## src/rtl/alu_pkg.sv

```systemverilog
// Shared definitions for the 8-bit ALU and its issue controller: opcodes, instruction fields, FSM states.
// Latency: n/a (declarations only).
// Backpressure: n/a.
package alu_pkg;

    localparam int ALU_DATA_W = 8;
    localparam int ALU_REG_AW = 2;
    localparam int ALU_CNT_W  = 16;

    // Instruction word layout: [15:13] op, [12:11] rd, [10:9] rs1, [8] use_imm, [7:0] imm / [1:0] rs2
    localparam int INSTR_W     = 16;
    localparam int OP_LSB      = 13;
    localparam int OP_W        = 3;
    localparam int RD_LSB      = 11;
    localparam int RS1_LSB     = 9;
    localparam int USE_IMM_BIT = 8;
    localparam int IMM_LSB     = 0;
    localparam int IMM_W       = 8;
    localparam int RS2_LSB     = 0;

    typedef enum logic [2:0] {
        OP_ADD = 3'd0,
        OP_SUB = 3'd1,
        OP_SLL = 3'd2,
        OP_LSR = 3'd3,
        OP_AND = 3'd4,
        OP_OR  = 3'd5,
        OP_XOR = 3'd6,
        OP_EQL = 3'd7
    } alu_op_e;

    typedef enum logic [1:0] {
        ST_IDLE = 2'd0,
        ST_EXEC = 2'd1,
        ST_WB   = 2'd2
    } state_e;

endpackage

```

## src/rtl/alu_regfile.sv

```systemverilog
// Small register file: two combinational read ports, one synchronous write port, r0 reads as zero.
// Latency: reads combinational; a write is visible after the next clock edge.
// Backpressure: none; a write is taken whenever we_i is high.
module alu_regfile
    import alu_pkg::*;
#(
    parameter int DATA_W = ALU_DATA_W,
    parameter int REG_AW = ALU_REG_AW
) (
    input  logic              clk,
    input  logic              rst_n,
    input  logic [REG_AW-1:0] raddr_a_i,
    input  logic [REG_AW-1:0] raddr_b_i,
    output logic [DATA_W-1:0] rdata_a_o,
    output logic [DATA_W-1:0] rdata_b_o,
    input  logic              we_i,
    input  logic [REG_AW-1:0] waddr_i,
    input  logic [DATA_W-1:0] wdata_i
);

    localparam int NREGS = 1 << REG_AW;

    logic [DATA_W-1:0] regs_q [NREGS];

    // Register storage; writes aimed at r0 are dropped so it stays zero
    always_ff @(posedge clk or negedge rst_n) begin
        if (!rst_n) begin
            for (int i = 0; i < NREGS; i++) begin
                regs_q[i] <= '0;
            end
        end else if (we_i && (waddr_i != '0)) begin
            regs_q[waddr_i] <= wdata_i;
        end
    end

    assign rdata_a_o = (raddr_a_i == '0) ? '0 : regs_q[raddr_a_i];
    assign rdata_b_o = (raddr_b_i == '0) ? '0 : regs_q[raddr_b_i];

endmodule

```

## src/rtl/alu_issue_ctrl.sv

```systemverilog
// Issue front end for the combinational ALU: decode, operand fetch, ALU drive and result writeback.
// Latency: accept at edge T0, res_valid high in the cycle after edge T1; one instruction per 3 cycles.
// Backpressure: instr_ready is high only in IDLE; words offered at other times are ignored.
module alu_issue_ctrl
    import alu_pkg::*;
#(
    parameter int DATA_W = ALU_DATA_W,
    parameter int REG_AW = ALU_REG_AW,
    parameter int CNT_W  = ALU_CNT_W
) (
    input  logic              clk,
    input  logic              rst_n,
    input  logic              instr_valid,
    output logic              instr_ready,
    input  logic [15:0]       instr,
    output logic [DATA_W-1:0] alu_a,
    output logic [DATA_W-1:0] alu_b,
    output logic [2:0]        alu_op,
    input  logic [DATA_W-1:0] alu_result,
    output logic              res_valid,
    output logic [DATA_W-1:0] res_data,
    output logic [REG_AW-1:0] res_rd,
    output logic              busy,
    output logic [CNT_W-1:0]  retired
);

    state_e            state_q, state_d;
    logic [DATA_W-1:0] alu_a_q, alu_b_q, res_data_q;
    logic [2:0]        alu_op_q;
    logic [REG_AW-1:0] rd_q, res_rd_q;
    logic              res_valid_q;
    logic [CNT_W-1:0]  retired_q;

    logic [REG_AW-1:0] rs1_addr, rs2_addr, rd_addr;
    logic [DATA_W-1:0] rs1_val, rs2_val, imm_val, opnd_b;
    logic [OP_W-1:0]   op_fld;
    logic              use_imm, accept, wb_en;

    // Field decode straight off the offered word; only used on the accepting edge
    assign op_fld   = instr[OP_LSB +: OP_W];
    assign rd_addr  = instr[RD_LSB +: REG_AW];
    assign rs1_addr = instr[RS1_LSB +: REG_AW];
    assign rs2_addr = instr[RS2_LSB +: REG_AW];
    assign use_imm  = instr[USE_IMM_BIT];
    assign imm_val  = DATA_W'(instr[IMM_LSB +: IMM_W]);
    assign opnd_b   = use_imm ? imm_val : rs2_val;

    assign accept = instr_valid && instr_ready;
    assign wb_en  = (state_q == ST_EXEC);

    alu_regfile #(
        .DATA_W(DATA_W),
        .REG_AW(REG_AW)
    ) u_regfile (
        .clk       (clk),
        .rst_n     (rst_n),
        .raddr_a_i (rs1_addr),
        .raddr_b_i (rs2_addr),
        .rdata_a_o (rs1_val),
        .rdata_b_o (rs2_val),
        .we_i      (wb_en),
        .waddr_i   (rd_q),
        .wdata_i   (alu_result)
    );

    // FSM state register
    always_ff @(posedge clk or negedge rst_n) begin
        if (!rst_n) begin
            state_q <= ST_IDLE;
        end else begin
            state_q <= state_d;
        end
    end

    // Next-state and handshake outputs: only IDLE takes a new word
    always_comb begin
        state_d     = state_q;
        instr_ready = 1'b0;
        busy        = 1'b1;
        case (state_q)
            ST_IDLE: begin
                instr_ready = 1'b1;
                busy        = 1'b0;
                if (instr_valid) begin
                    state_d = ST_EXEC;
                end
            end
            ST_EXEC: state_d = ST_WB;
            ST_WB:   state_d = ST_IDLE;
            default: state_d = ST_IDLE;
        endcase
    end

    // Operand capture on accept, result capture and retire count at the end of EXEC
    always_ff @(posedge clk or negedge rst_n) begin
        if (!rst_n) begin
            alu_a_q     <= '0;
            alu_b_q     <= '0;
            alu_op_q    <= '0;
            rd_q        <= '0;
            res_valid_q <= 1'b0;
            res_data_q  <= '0;
            res_rd_q    <= '0;
            retired_q   <= '0;
        end else begin
            if (accept) begin
                alu_a_q  <= rs1_val;
                alu_b_q  <= opnd_b;
                alu_op_q <= op_fld;
                rd_q     <= rd_addr;
            end
            res_valid_q <= wb_en;
            if (wb_en) begin
                res_data_q <= alu_result;
                res_rd_q   <= rd_q;
                retired_q  <= retired_q + CNT_W'(1);
            end
        end
    end

    assign alu_a     = alu_a_q;
    assign alu_b     = alu_b_q;
    assign alu_op    = alu_op_q;
    assign res_valid = res_valid_q;
    assign res_data  = res_data_q;
    assign res_rd    = res_rd_q;
    assign retired   = retired_q;

endmodule
```

## config.mk

```make
export PLATFORM = sky130hd
export DESIGN_NAME = alu_issue_ctrl
export DESIGN_NICKNAME = d
export VERILOG_FILES = /design/src/rtl/alu_pkg.sv /design/src/rtl/alu_regfile.sv /design/src/rtl/alu_issue_ctrl.sv
export SDC_FILE = /design/constraint.sdc
export NUM_CORES = 1
export LEC_CHECK = 0
export CAP_MARGIN = 25
export CELL_PAD_IN_SITES_DETAIL_PLACEMENT = 0
export CELL_PAD_IN_SITES_GLOBAL_PLACEMENT = 2
export CORE_ASPECT_RATIO = 0.75
export CORE_UTILIZATION = 29
export DETAILED_ROUTE_END_ITERATION = 7
export PLACE_DENSITY = 0.82
export SYNTH_ARGS = -nofsm -noshare
export SYNTH_HDL_FRONTEND = slang
export SYNTH_SLANG_ARGS = --single-unit
```

## constraint.sdc

```tcl
create_clock -name clk -period 1.4 [get_ports clk]
set_input_delay 0.28 -clock clk [delete_from_list [all_inputs] [get_ports clk]]
set_output_delay 0.28 -clock clk [all_outputs]
set_load 0.01 [all_outputs]
```

* Word-level counts from Yosys, hierarchy flattened
Cells that the tools add are included.
Word-level totals: bits in latches 0, register bits 82, bits in writable memories 0, ROM bits 0, input port bits 27, memories kept 0
Cells by class: $mul 0, bitwise logic cells 3, reductions and logical operators 7, eq/ne operators 2, divide/modulo/power cells 0, order comparisons 4, muxes and demuxes 16, $add $sub $neg 1, shift-type cells 0
Operator list (number):
- two-way mux 8 bit | 8
- binary-select mux 8 bit (select 2 bit) | 2
- bitwise mux 32 bit | 1
- adder 16 x 1 -> 16 bit, second input constant | 1
- demux 8 bit (select 2 bit) | 1
- >= comparator 3 bit, second input constant | 3
- inverter 2 -> 3 bit | 3
- logical NOT 2 bit | 3
- one-hot mux 2 bit (2 select lines) | 1
- logical AND 1 bit | 3
- < comparator 3 x 1 -> 1 bit, second input constant | 1
- equality test 2 x 1 -> 1 bit, second input constant | 1
- two-way mux 1 bit | 2
- two-way mux 2 bit | 1
- != test 2 bit, second input constant | 1
- nonzero test 2 bit | 1

* Longest topological paths before layout
Gate-level depths: netlist of run 1.
depth after elaboration 6, gate-level depth with buffers 6, gate-level depth less buffers 5

* Hierarchy
From an unflattened synthesis of run 1, not the netlist that was laid out.
Second synthesis, totals: cells, all modules 240, area, all modules 3319.4 µm²
By module, submodules not included:
- alu_issue_ctrl | cells an instance 148, area an instance 2044.5 µm², times used 1
- alu_regfile | cells an instance 92, area an instance 1275.0 µm², times used 1

* Least setup slack after synthesis of run 1
Ideal clock, no wire load.
kind flip-flop to flip-flop, start reg state_q[1], end reg u_regfile.regs_q[16] (netlist name), period minus slack after synthesis 1.472 ns, data required time 1.275 ns, buffers on the path 1, stages on the path, launching flop included 5, arrival 1.347 ns, library setup time 0.125 ns, path slack -0.072 ns, cells stage by stage dfrtp_1 nand2b_1 buf_6 nor3b_4 mux2_2
On the way: cells in the longest elaborated chain, start to end 2
RTL lines:
- start: declaration | line alu_issue_ctrl.sv:27 | state_e state_q, state_d;
- start signal: assignment | line alu_issue_ctrl.sv:71 | state_q <= state_d;
- equality test 2 x 1 -> 1 bit | line alu_issue_ctrl.sv:49 | assign wb_en = (state_q == ST_EXEC);
- logical AND 1 bit | line alu_regfile.sv:31 | end else if (we_i && (waddr_i != '0)) begin
- end signal: indexed assignment | line alu_regfile.sv:32 | regs_q[waddr_i] <= wdata_i;
- end: declaration | line alu_regfile.sv:23 | logic [DATA_W-1:0] regs_q [NREGS];
No other way between the ends. A chain may end at the register's enable or synchronous reset.

* Final worst setup path of run 1
start reg state_q[1], end reg retired_q[9], in the netlist retired[9]
On the way: cells in the longest elaborated chain, start to end 1
RTL lines:
- equality test 2 x 1 -> 1 bit | line alu_issue_ctrl.sv:49
- end signal: assignment | line alu_issue_ctrl.sv:116 | retired_q <= retired_q + CNT_W'(1);
- end: declaration | line alu_issue_ctrl.sv:32 | logic [CNT_W-1:0] retired_q;
No other way between the ends.

==> results.txt, run 1 <==
- Slew at the pin closest to its max-slew limit: 375 ps
* Post-synth net total: 304
- Worst EP arrival: 1680 ps
- Post-synth design cell area: 3250 µm²
* Worst reg2reg path depth: 6
- The initial utilization of the core area, before any placement, comes to 0.298.
- Die H: 93.7 µm
- Counting flops and latches in the post-synthesis netlist gives 74.
* Antenna violations before repair: 0
- In this run the deepest clock path goes through 2 buffers.
- The worst pin sits at a relative slew slack of 0.749.
* Clock-pin transition on the worst setup and hold timing paths: 60 ps
- Along the worst path, the maximum fanout reaches 5.
- Of the synthesized area, sequential elements account for 0.570.
- Of all flip-flops after synthesis, the portion carrying an async set or reset was 1.00.
- The clock net in this run drives a total of 74 sinks.
- Reported leakage power: 2.28 nW
* Overall routing resource usage: 0.141
* Via count normalized by instance count: 4.59
- For this block, the initial DRC count from the detailed router was 107.
- Critical path class: reg -> reg
* RSZ-0062 raised after global routing: true
- Post-layout worst setup margin: -30.4 ps
- Timing endpoint of the critical path: retired[9]$_DFFE_PN0P_
- Count of buffers inserted at the top-level ports: 74
- For this run the aggregate overflow at the end of global routing stands at 0.
* Overall via count from detail_route: 2,449
- Final total power: 8.26 mW
- Time the final worst path needs with I/O delays and setup: 1430 ps
- Setup slack on the worst reg-to-reg path comes out at -30 ps.
- Number of warning messages in the yosys log: 0
- Summed over all instances, the cell type with the most area after synthesis is sky130_fd_sc_hd__dfrtp_1.
* Max H-tree Level: 3
* N_diodes: 0
* Count of boundary I/O pins: 75
- Measured on the finished design, the core utilization comes to 0.442.
* Worst skew pair latency: 330 ps
- Across the VDD grid, the largest voltage drop is 0.654 mV.
* Post-route worst hold slack: 403 ps
* Most common cell in the synthesized netlist: sky130_fd_sc_hd__dfrtp_1
- In this run the worst setup path begins at state_q[1]$_DFFE_PN0P_.
- STA classifies the critical path endpoint as a register.
- At the end of routability-driven placement, the weighted congestion stood at 0.833.
- For the final routed database, the setup TNS stands at -197 ps.
* Number of hold violations in the final report: 0
- CP max stage cell: sky130_fd_sc_hd__dfrtp_1
- At the worst endpoint, the required time is 1650 ps.
* Final Skew: 10.8 ps
- STA classifies the critical path startpoint as a register.
* Area of the die: 11,600 µm²
- First-pass iteration count of the detailed router: 4
- Power density over cell area: 1720 nW/µm²
- The net count of the finished layout is 418.
- Cell-by-cell listing of the critical path: buf_4 > nand4b_1 > nor3_2 > buf_4 > and3_1 > xor2_1
* GRT met1 Usage: 0.209
- Primary flip-flop cell chosen by synthesis mapping: sky130_fd_sc_hd__dfrtp_1
- CTS placed an instance of sky130_fd_sc_hd__clkbuf_16 at the clock tree root.
* Final routed DRC violation total: 0
- The worst register-to-register path ends at retired[9]$_DFFE_PN0P_.
- By area the synthesized netlist is led by sky130_fd_sc_hd__dfrtp_1 57%, sky130_fd_sc_hd__mux2_2 15%, sky130_fd_sc_hd__nand2_1 6.5%.
- Most frequent CP cell: sky130_fd_sc_hd__buf_4
- For this run, the top clock speed supported by timing is 699 MHz.
- Number of nets with antenna violations after detailed routing: 0
- The core region is 10,900 µm².
- Setup violations remaining at the end of the flow were counted as 11.
- The final max-slew violation count was 0.
* Outcome: finished with violations
- Most Used Layer, Global Route: met1
- Before CTS, the worst setup slack after placement is -484 ps.
- Entering global routing, the biggest net connects 39 pins.
* Total clock buffers created by CTS: 9
* Fin crit share: 1.02
- Average footprint of a synthesized cell: 11.8 µm²
* Startpoint of the worst register-to-register path: state_q[1]$_DFFE_PN0P_
* WL per Instance: 14.8 µm
- The netlist uses 35 different library cells.
* Violated checks: negative setup slack
- GRT met2 Usage: 0.199
- Across the run, the number of max-cap violations was 0.
- Fillers: 1,035
* Number of standard-cell rows in the floorplan: 33
- The routed design has 7930 µm of wire.
* Half-perimeter wire length after detailed placement: 5690 µm
* Met3 Resource Use GR: 0.0364
- First-pass GRT wire length: 12,600 µm
* Number of enable flip-flop cells after synthesis: 0
- The area growth from synthesis to layout is 48.2%.
- Delay of the slowest cell on the worst path: 390 ps
- Synthesized instance count: 276
- The share of synthesized area in the top cell type comes to 0.570.
* TritonCTS clock tree: yes
* Type of the tightest min-delay check: in -> async
- Die Width: 124 µm
* Share of cells above drive strength 1: 0.294
- Synth top cells by count: 74 x sky130_fd_sc_hd__dfrtp_1, 56 x sky130_fd_sc_hd__nand2_1, 43 x sky130_fd_sc_hd__mux2_2
- Via count of the first global-routing pass: 2,323
## timing repair
action,CTS,global route
gates resized for setup,62,24
pin swaps,5,6
hold buffers,1,0
hold endpoints to repair,23,0
setup buffers,8,4
setup endpoints to repair,65,47
## worst max-delay path, delay by kind of cell (launching register included)
family	cells	cell delay, ps
and+or+nand+nor	3	530
DFF	1	390
xor gates and xnor gates	1	130
buffers and inverters	2	300
## worst min-delay path by stage
| stage | startpoint | end | slack (ps) | cells after the start |
|---|---|---|---|---|
| after CTS | rst_n | retired[3]$_DFFE_PN0P_ | 410 | 2 |
| after detailed placement | rst_n | retired[3]$_DFFE_PN0P_ | 220 | 1 |
| final | rst_n | retired[3]$_DFFE_PN0P_ | 400 | 2 |
| after global placement | rst_n | retired[3]$_DFFE_PN0P_ | 220 | 1 |
| after floorplan | rst_n | alu_a[0]$_DFFE_PN0P_ | -20 | 0 |
| after global routing | rst_n | retired[3]$_DFFE_PN0P_ | 430 | 2 |
## stage by stage
stage | instances | instance area, µm²
final | 534 | 4810
after global routing | 534 | 4810
after CTS | 530 | 4700
after detailed placement | 506 | 4380
after global placement | 506 | 4380
after floorplan | 276 | 3270
## logic make-up (layout without fill, tap and decap cells)
group / after synthesis / in the layout / share of synthesized area
DFF: 74 / 74 / 0.570
AOI/OAI and AO/OA: 36 / 36 / 0.0755
muxes: 43 / 43 / 0.149
adders and majority gates: 1 / 1 / 0.00385
and+or+nand+nor: 91 / 91 / 0.136
xor gates and xnor gates: 15 / 15 / 0.0404
buffers and inverters: 16 / 134 / 0.0247
## state kept, by name, summed over array words and instances, names as in the netlist
signal / flops
alu_a: 8
alu_b: 8
alu_op: 3
rd_q: 2
res_data: 8
res_rd: 2
res_valid: 1
retired: 16
state_q: 2
u_regfile.regs_q: 24
## layout make-up
class	instances	area, µm²	share of cell area
clock inverters	4	53.8	0.0112
clock buffers	11	233	0.0483
multi-input cells	186	1440	0.300
flip-flops and latches	74	1850	0.385
repair buffers	115	1040	0.216
well taps	140	175	0.0364
inverters	4	17.5	0.00364
## power by group
part / internal (mW) / switching, mW
combinational: 1.51 / 1.05
clock: 1.37 / 0.846
sequential: 2.88 / 0.604
total: 5.76 / 2.50
## cell usage in the layout, fill, tap and decap left out, types with 3 or more instances in the layout
cell / instances
sky130_fd_sc_hd__dfrtp_1: 74
sky130_fd_sc_hd__buf_12: 5
sky130_fd_sc_hd__xor2_1: 3
sky130_fd_sc_hd__nor2b_1: 10
sky130_fd_sc_hd__nand2_1: 55
sky130_fd_sc_hd__o31ai_1: 4
sky130_fd_sc_hd__nand4_1: 3
sky130_fd_sc_hd__a221oi_1: 6
sky130_fd_sc_hd__clkbuf_16: 9
sky130_fd_sc_hd__a21oi_1: 3
sky130_fd_sc_hd__clkdlybuf4s50_1: 24
sky130_fd_sc_hd__a22oi_1: 7
sky130_fd_sc_hd__o21ai_0: 9
sky130_fd_sc_hd__xnor2_1: 12
sky130_fd_sc_hd__dlygate4sd2_1: 45
sky130_fd_sc_hd__buf_4: 36
sky130_fd_sc_hd__mux2_2: 27
sky130_fd_sc_hd__nor2_1: 5
sky130_fd_sc_hd__mux2_4: 16
## per-layer routing
layer / up-vias / part of all wire
met4: 0 / 0.0063
li1: 1187 / -
met5: - / 0
met3: 2 / 0.038
met2: 52 / 0.43
met1: 1208 / 0.53
No activity file was read; power rests on OpenSTA's default activity.
==> run 2: changes to the inputs <==
CORE_MARGIN = 8   (was default)
==> run 2 against run 1 <==
The flow still finishes with violations (negative setup slack). Via count rose by 0.20%. Critical path depth rose by 1. Maximum frequency fell by 6.3%. Register-to-register slack got worse by 96 ps. Largest cell class unchanged. Routed wire length rose by 9.2%. Combinational power rose by 12%. Worst setup slack got worse by 96 ps. Non-clock buffer count rose by 10. Clock-buffer cell count fell by 1. First-iteration DRC count rose by 19%.
==> results.txt, run 2 (synthesis gave the netlist of run 1 again) <==
- N_diodes: 0 (unchanged)
- The maximum number of pins on one net before global-route repair was 42 (was 39).
* Violated checks: negative setup slack (unchanged)
* Half-perimeter wire length after detailed placement: 6250 µm (was 5690 µm)
- Post-route insts no fill: 546 (was 534)
- The number of flip-flops in the largest register is 24 (unchanged).
* Post-layout worst setup margin: -126 ps (was -30.4 ps)
- The capturing element type of the critical path is a register (unchanged).
- Overall routing resource usage: 0.116 (was 0.141)
- Outcome: finished with violations (unchanged)
- Top library cells by usage in the layout, fill and taps aside: 74 x sky130_fd_sc_hd__dfrtp_1, 50 x sky130_fd_sc_hd__nand2_1, 45 x sky130_fd_sc_hd__dlygate4sd2_1 (was 74 x sky130_fd_sc_hd__dfrtp_1, 55 x sky130_fd_sc_hd__nand2_1, 45 x sky130_fd_sc_hd__dlygate4sd2_1).
- Final total negative setup slack: -2950 ps (was -197 ps)
- Count of buffers inserted at the top-level ports: 74 (unchanged)
- The kind of start point of the critical path was a register (unchanged).
* Number of hold violations in the final report: 0 (unchanged)
- The arrival time at the worst endpoint is 1780 ps (was 1680 ps).
- Total gr overflow: 0 (unchanged)
- Type of the tightest min-delay check: in -> async (unchanged)
- The source-to-sink clock delay at the later pin of the worst-skew pair is 330 ps (about the same).
* Die Width: 138 µm (was 124 µm)
- The effective utilization at floorplan was 0.297 (was 0.298).
- The achievable clock frequency is 655 MHz (was 699 MHz).
- Biggest register: u_regfile.regs_q (unchanged)
- The shortest period the worst path allows was 1530 ps (was 1430 ps).
- Detailed Route WL: 8660 µm (was 7930 µm)
- The total number of vias came to 2,454 (was 2,449).
- The area enclosed by the die boundary came to 14,900 µm² (was 11,600 µm²).
- The DRC violation count after routing came to 0 (unchanged).
- WL per Instance: 15.9 µm (was 14.8 µm)
- The mean number of vias per cell was 4.49 (was 4.59).
- Core area: 10,900 µm² (about the same)
- Post-route worst hold slack: 316 ps (was 403 ps)
- Power density over cell area: 1680 nW/µm² (was 1720 nW/µm²)
- The weighted congestion at the end of routability-driven global placement was 0.799 (was 0.833).
- Final Skew: 6.97 ps (was 10.8 ps)
- The number of placement rows is 33 (unchanged).
- The count of antenna-violating nets left after detailed routing is 0 (unchanged).
* DRT iter0 DRCs: 127 (was 107)
* Final-report setup violation count: 40 (was 11)
- The final max-slew violation count was 0 (unchanged).
- Pre-CTS setup slack: -479 ps (was -484 ps)
* Number of sinks handled by clock tree synthesis: 74 (unchanged)
- The fraction of the cycle the final worst path needs was 1.09 (was 1.02).
- The count of pins on the block boundary was 75 (unchanged).
* Required time reported for the critical path endpoint: 1650 ps (about the same)
* Maximum buffer depth of the clock tree: 2 (unchanged)
* Share of cells above drive strength 1: 0.350 (was 0.294)
- The actual transition at the worst max-transition pin is 474 ps (was 375 ps).
- The growth of design area from synthesis to finish was 55.4% (was 48.2%).
- The initial antenna violation count came to 0 (unchanged).
* Most frequent standard cell in the layout excluding fill and tap cells: sky130_fd_sc_hd__dfrtp_1 (unchanged)
* Max-Cap Viols: 0 (unchanged)
- Worst voltage drop across the vdd grid: 0.683 mV (was 0.654 mV)
- The placement-stage cell area came to 4380 µm² (about the same).
* Summed area of non-filler cells in the final layout: 5050 µm² (was 4810 µm²)
- Critical-path maximum fanout: 5 (unchanged)
- Placed Cells incl. Taps: 509 (was 506)
- Fillers: 1,010 (was 1,035)
- The TritonCTS buffer count is 9 (unchanged).
* Die H: 108 µm (was 93.7 µm)
- The number of H-tree levels was 3 (unchanged).
- First-pass GRT wire length: 13,800 µm (was 12,600 µm)
* Master cell of the clock root buffer: sky130_fd_sc_hd__clkbuf_16 (unchanged)
- Worst slew slack as a fraction of its limit: 0.684 (was 0.749)
* Fin nets: 429 (was 418)
- First-pass iteration count of the detailed router: 4 (unchanged)
- The post-CTS clock slew at the launch and capture registers of the worst setup and hold paths is 60 ps (about the same).
* TritonCTS clock tree: yes (unchanged)
- Post-layout util: 0.461 (was 0.442)
- The leakage power was 2.40 nW (was 2.28 nW).
- The total power was 8.49 mW (was 8.26 mW).
* Worst-case register-to-register setup slack: -130 ps (was -30 ps)
- The number of global-route vias before repair is 2,522 (was 2,323).
* Critical path class: reg -> reg (unchanged)
- RSZ-0062 raised after global routing: true (unchanged)
run 2: cell count changes in the layout (fill, tap and decap cells not counted), sizes merged:
cell / before / now
buf: 43 / 53
clkinv: 1 / 4
bufinv: 1 / 0
clkbuf: 13 / 12
nand2: 57 / 58
run 2: metal layers:
metal,global-route usage,part of all wire
met2,0.164,0.43
met1,0.161,0.52
met4,0.0456,0.011
met5,0,0
met3,0.0357,0.042
run 2: layout make-up:
class	instances	area, µm²	area share
Multi-Input combinational cell	187	1550	0.308
Tap cell	140	175	0.0347
Clock buffer	10	229	0.0454
Clock inverter	6	42.5	0.00843
Sequential cell	74	1850	0.367
Timing Repair Buffer	125	1170	0.233
Inverter	4	20.0	0.00397
run 2: path summary, 6_finish.rpt:
kind	start	depth (start not counted)	end
min in group clk	retired[15]$_DFFE_PN0P_	1	retired[15]$_DFFE_PN0P_
min reg2reg	retired[15]$_DFFE_PN0P_	1	retired[15]$_DFFE_PN0P_
max in group asynchronous	rst_n	3	alu_a[3]$_DFFE_PN0P_
min	rst_n	2	res_valid$_DFF_PN0_
max reg2reg	state_q[1]$_DFFE_PN0P_	7	retired[9]$_DFFE_PN0P_
max	state_q[1]$_DFFE_PN0P_	7	retired[9]$_DFFE_PN0P_
run 2: repair_timing:
action                                  in CTS  in global routing
hold buffers                                 1                  0
gates cloned                                 0                  3
endpoints found under the setup margin      63                 48
pin swaps                                    7                  8
gates resized for setup                     75                 57
endpoints found under the hold margin        9                  0
setup buffers                               11                  6
run 2: critical path: stages (launching register included):
cell	delay [ps]
sky130_fd_sc_hd__dfrtp_1	390
sky130_fd_sc_hd__buf_6	120
sky130_fd_sc_hd__buf_6	100
sky130_fd_sc_hd__nand4b_1	200
sky130_fd_sc_hd__nor3_2	140
sky130_fd_sc_hd__buf_4	180
sky130_fd_sc_hd__and3_1	170
sky130_fd_sc_hd__xor2_1	140
run 2: power breakdown:
group          internal, mW  switching, mW
registers              2.88          0.623
logic                  1.71           1.17
clock network          1.20          0.907
==> run 3: changes to the inputs <==
ABC_CLOCK_PERIOD_IN_PS = 1400   (was default)
CORE_UTILIZATION = 36   (was 29)
DONT_BUFFER_PORTS = 1   (was default)
PLACE_DENSITY = 0.81   (was 0.82)
==> run 3 against run 2 <==
The flow finishes with violations (negative hold slack, negative setup slack). Combinational power down 38%. Register-to-register slack better by 110 ps. Worst setup slack better by 110 ps. Power down 9.3%.
==> results.txt, run 3 (synthesis gave the netlist of run 1 again) <==
* Max H-tree Level: 3 (unchanged)
* Power density over cell area: 1930 nW/µm² (was 1680 nW/µm²)
* Fin nets: 332 (was 429)
- The post-detailed-routing wire length came to 7770 µm (was 8660 µm).
- Type of the tightest min-delay check: in -> async (unchanged)
- The weighted congestion at the end of routability-driven global placement is 0.697 (was 0.799).
- The CTS sink count came to 74 (unchanged).
* Overall routing resource usage: 0.128 (was 0.116)
- Worst setup startpoint: state_q[1]$_DFFE_PN0P_ (unchanged)
- The number of placed cells counting well taps is 402 (was 509).
* Final routed DRC violation total: 0 (unchanged)
- The count of pins on the block boundary was 75 (unchanged).
- Number of hold violations in the final report: 74 (was 0)
- Area of the die: 12,300 µm² (was 14,900 µm²)
- The effective utilization at floorplan is 0.365 (was 0.297).
- The achievable clock frequency came to 707 MHz (was 655 MHz).
- The leftover overflow at the end of global routing came to 0 (unchanged).
- Max-Cap Viols: 0 (unchanged)
* Startpoint of the worst register-to-register path: state_q[1]$_DFFE_PN0P_ (unchanged)
* Summed area of non-filler cells in the final layout: 3980 µm² (was 5050 µm²)
* Number of standard-cell rows in the floorplan: 30 (was 33)
- The depth of the worst register-to-register path was 4 (was 7).
- The initial antenna violation count was 0 (unchanged).
- Final-report setup violation count: 16 (was 40)
- RSZ-0062 raised after global routing: true (unchanged)
* Final Max Tran Viols: 0 (unchanged)
- Worst EP arrival: 1620 ps (was 1780 ps)
- Outcome: finished with violations (unchanged).
- Core area: 8900 µm² (was 10,900 µm²)
* Flip-flop count of the largest register, all copies and words added: 24 (unchanged)
* Time the final worst path needs with I/O delays and setup: 1410 ps (was 1530 ps)
- The count of antenna-violating nets left after detailed routing was 0 (unchanged).
- Critical path class: reg -> reg (unchanged)
* Met2 routed wirelength: 3220 µm (was 3700 µm)
* DRT iter0 DRCs: 131 (was 127)
- The maximum number of pins on one net before global-route repair is 75 (was 42).
- The required time at the endpoint of the critical path came to 1610 ps (was 1650 ps).
- Biggest register: u_regfile.regs_q (unchanged)
- Post-route insts no fill: 420 (was 546)
- The die extent in y is 98.3 µm (was 108 µm).
- The most frequent standard cell in the layout excluding fill and tap cells is sky130_fd_sc_hd__dfrtp_1 (unchanged).
- The source-to-sink clock delay at the later pin of the worst-skew pair is 330 ps (about the same).
- The first-pass iteration count of the detailed router was 4 (unchanged).
- Reported leakage power: 1.82 nW (was 2.40 nW)
- Share of cells above drive strength 1: 0.325 (was 0.350)
* Violated checks: negative hold slack, negative setup slack (was negative setup slack)
* N_diodes: 0 (unchanged)
- The final worst setup slack came to -13.6 ps (was -126 ps).
- The cell at the root of the clock tree was sky130_fd_sc_hd__clkbuf_16 (unchanged).
- The endpoint of the most critical register-to-register path was u_regfile.regs_q[20]$_DFFE_PN0P_ (was retired[9]$_DFFE_PN0P_).
* Count of buffers inserted at the top-level ports: 0 (was 74)
- The final worst clock skew was 6.76 ps (was 6.97 ps).
* Die Width: 126 µm (was 138 µm)
- Area growth from synthesis to final layout: 22.6% (was 55.4%)
- Top library cells by usage in the layout, fill and taps aside: 73 x sky130_fd_sc_hd__dfrtp_1, 55 x sky130_fd_sc_hd__nand2_1, 27 x sky130_fd_sc_hd__mux2_2 (was 74 x sky130_fd_sc_hd__dfrtp_1, 50 x sky130_fd_sc_hd__nand2_1, 45 x sky130_fd_sc_hd__dlygate4sd2_1)
- Worst voltage drop across the vdd grid: 0.681 mV (was 0.683 mV)
- The number of buffers on the longest clock path was 2 (unchanged).
- The maximum fanout encountered on the critical timing path is 8 (was 5).
- Met1 WL: 3900 µm (was 4490 µm)
- The kind of start point of the critical path was a register (unchanged).
- TritonCTS clock tree: yes (unchanged)
- The TritonCTS buffer count came to 9 (unchanged).
- WL per Instance: 18.5 µm (was 15.9 µm)
- Fin crit share: 1.01 (was 1.09)
- The HPWL reported at the end of detailed placement was 5460 µm (was 6250 µm).
- Worst-case register-to-register setup slack: -10 ps (was -130 ps)
* Post-layout util: 0.448 (was 0.461)
* Met3 wire length: 546 µm (was 365 µm)
- Slew at the pin closest to its max-slew limit: 429 ps (was 474 ps)
- The post-CTS clock slew at the launch and capture registers of the worst setup and hold paths was 60 ps (about the same).
- The number of global-route vias before repair is 2,183 (was 2,522).
- Via count normalized by instance count: 5.05 (was 4.49)
* Top Layer Used: met4 (unchanged)
- The headroom to the max-slew limit was 0.713 (was 0.684).
- The placement-stage cell area came to 3570 µm² (was 4380 µm²).
* Kind of end point of the critical path: register (unchanged)
- Overall via count from detail_route: 2,122 (was 2,454)
* Post-route worst hold slack: -358 ps (was 316 ps)
* First-pass GRT wire length: 12,400 µm (was 13,800 µm)
-- run 3: cell types whose count changed in the layout (fill, tap and decap cells not counted), moves of 4 or more --
cell / previous run / this run
sky130_fd_sc_hd__dlygate4sd2_1: 45 / 0
sky130_fd_sc_hd__clkdlybuf4s50_1: 24 / 0
sky130_fd_sc_hd__buf_6: 16 / 1
sky130_fd_sc_hd__buf_4: 32 / 25
sky130_fd_sc_hd__o21ai_0: 4 / 10
sky130_fd_sc_hd__o21ai_1: 6 / 0
sky130_fd_sc_hd__nand2_1: 50 / 55
sky130_fd_sc_hd__o31ai_1: 2 / 6
-- run 3: cell type report --
type / instances / area [µm²]
clock buffers: 10 / 239
clock inverters: 5 / 55.1
fillers: 810 / 4910
inverters: 4 / 17.5
multi-input cells: 186 / 1420
flip-flops and latches: 74 / 1850
well taps: 112 / 140
repair buffers: 29 / 259
-- run 3: through the flow --
step	TNS (ps)	setup slack (ps)	hold slack, ps	power [mW]
floorplan	-681	-47.0	-15.6	4.67
global placement	-56.6	-37.2	-13.8	5.22
detailed placement	-502	-71.6	-13.9	5.28
CTS	-44.2	-39.9	-368	7.77
global route	-1580	-72.3	-374	8.11
finish	-138	-13.6	-358	7.70
-- run 3: worst max-delay path: stages (launching register included) --
cell and delay (ps):
sky130_fd_sc_hd__dfrtp_1 430, sky130_fd_sc_hd__nand2b_4 190, sky130_fd_sc_hd__nor3b_4 210, sky130_fd_sc_hd__buf_12 170, sky130_fd_sc_hd__mux2_4 300
-- run 3: timing repair --
item | 4_1_cts | 5_1_grt
pin swaps | 2 | 3
setup endpoints to repair | 16 | 34
setup buffers | 2 | 2
resized for setup | 19 | 3
hold endpoints to repair | 74 | 74
-- run 3: routing by layer --
metal,track usage,vias up
met5,0,-
met4,0.0504,0
met3,0.0490,7
met2,0.176,57
met1,0.177,1039
li1,-,1019
-- run 3: worst max path at each step --
stage | to | slack, ps | depth (start not counted)
floorplan | u_regfile.regs_q[16]$_DFFE_PN0P_ | -50 | 4
global placement | retired[10]$_DFFE_PN0P_ | -40 | 5
detailed placement | u_regfile.regs_q[14]$_DFFE_PN0P_ | -70 | 5
CTS | busy | -40 | 3
global route | u_regfile.regs_q[8]$_DFFE_PN0P_ | -70 | 6
finish | u_regfile.regs_q[20]$_DFFE_PN0P_ | -10 | 4
-- run 3: power breakdown --
part	internal [mW]	switching, mW
clock	1.41	0.855
combinational	1.08	0.693
sequential	2.88	0.779
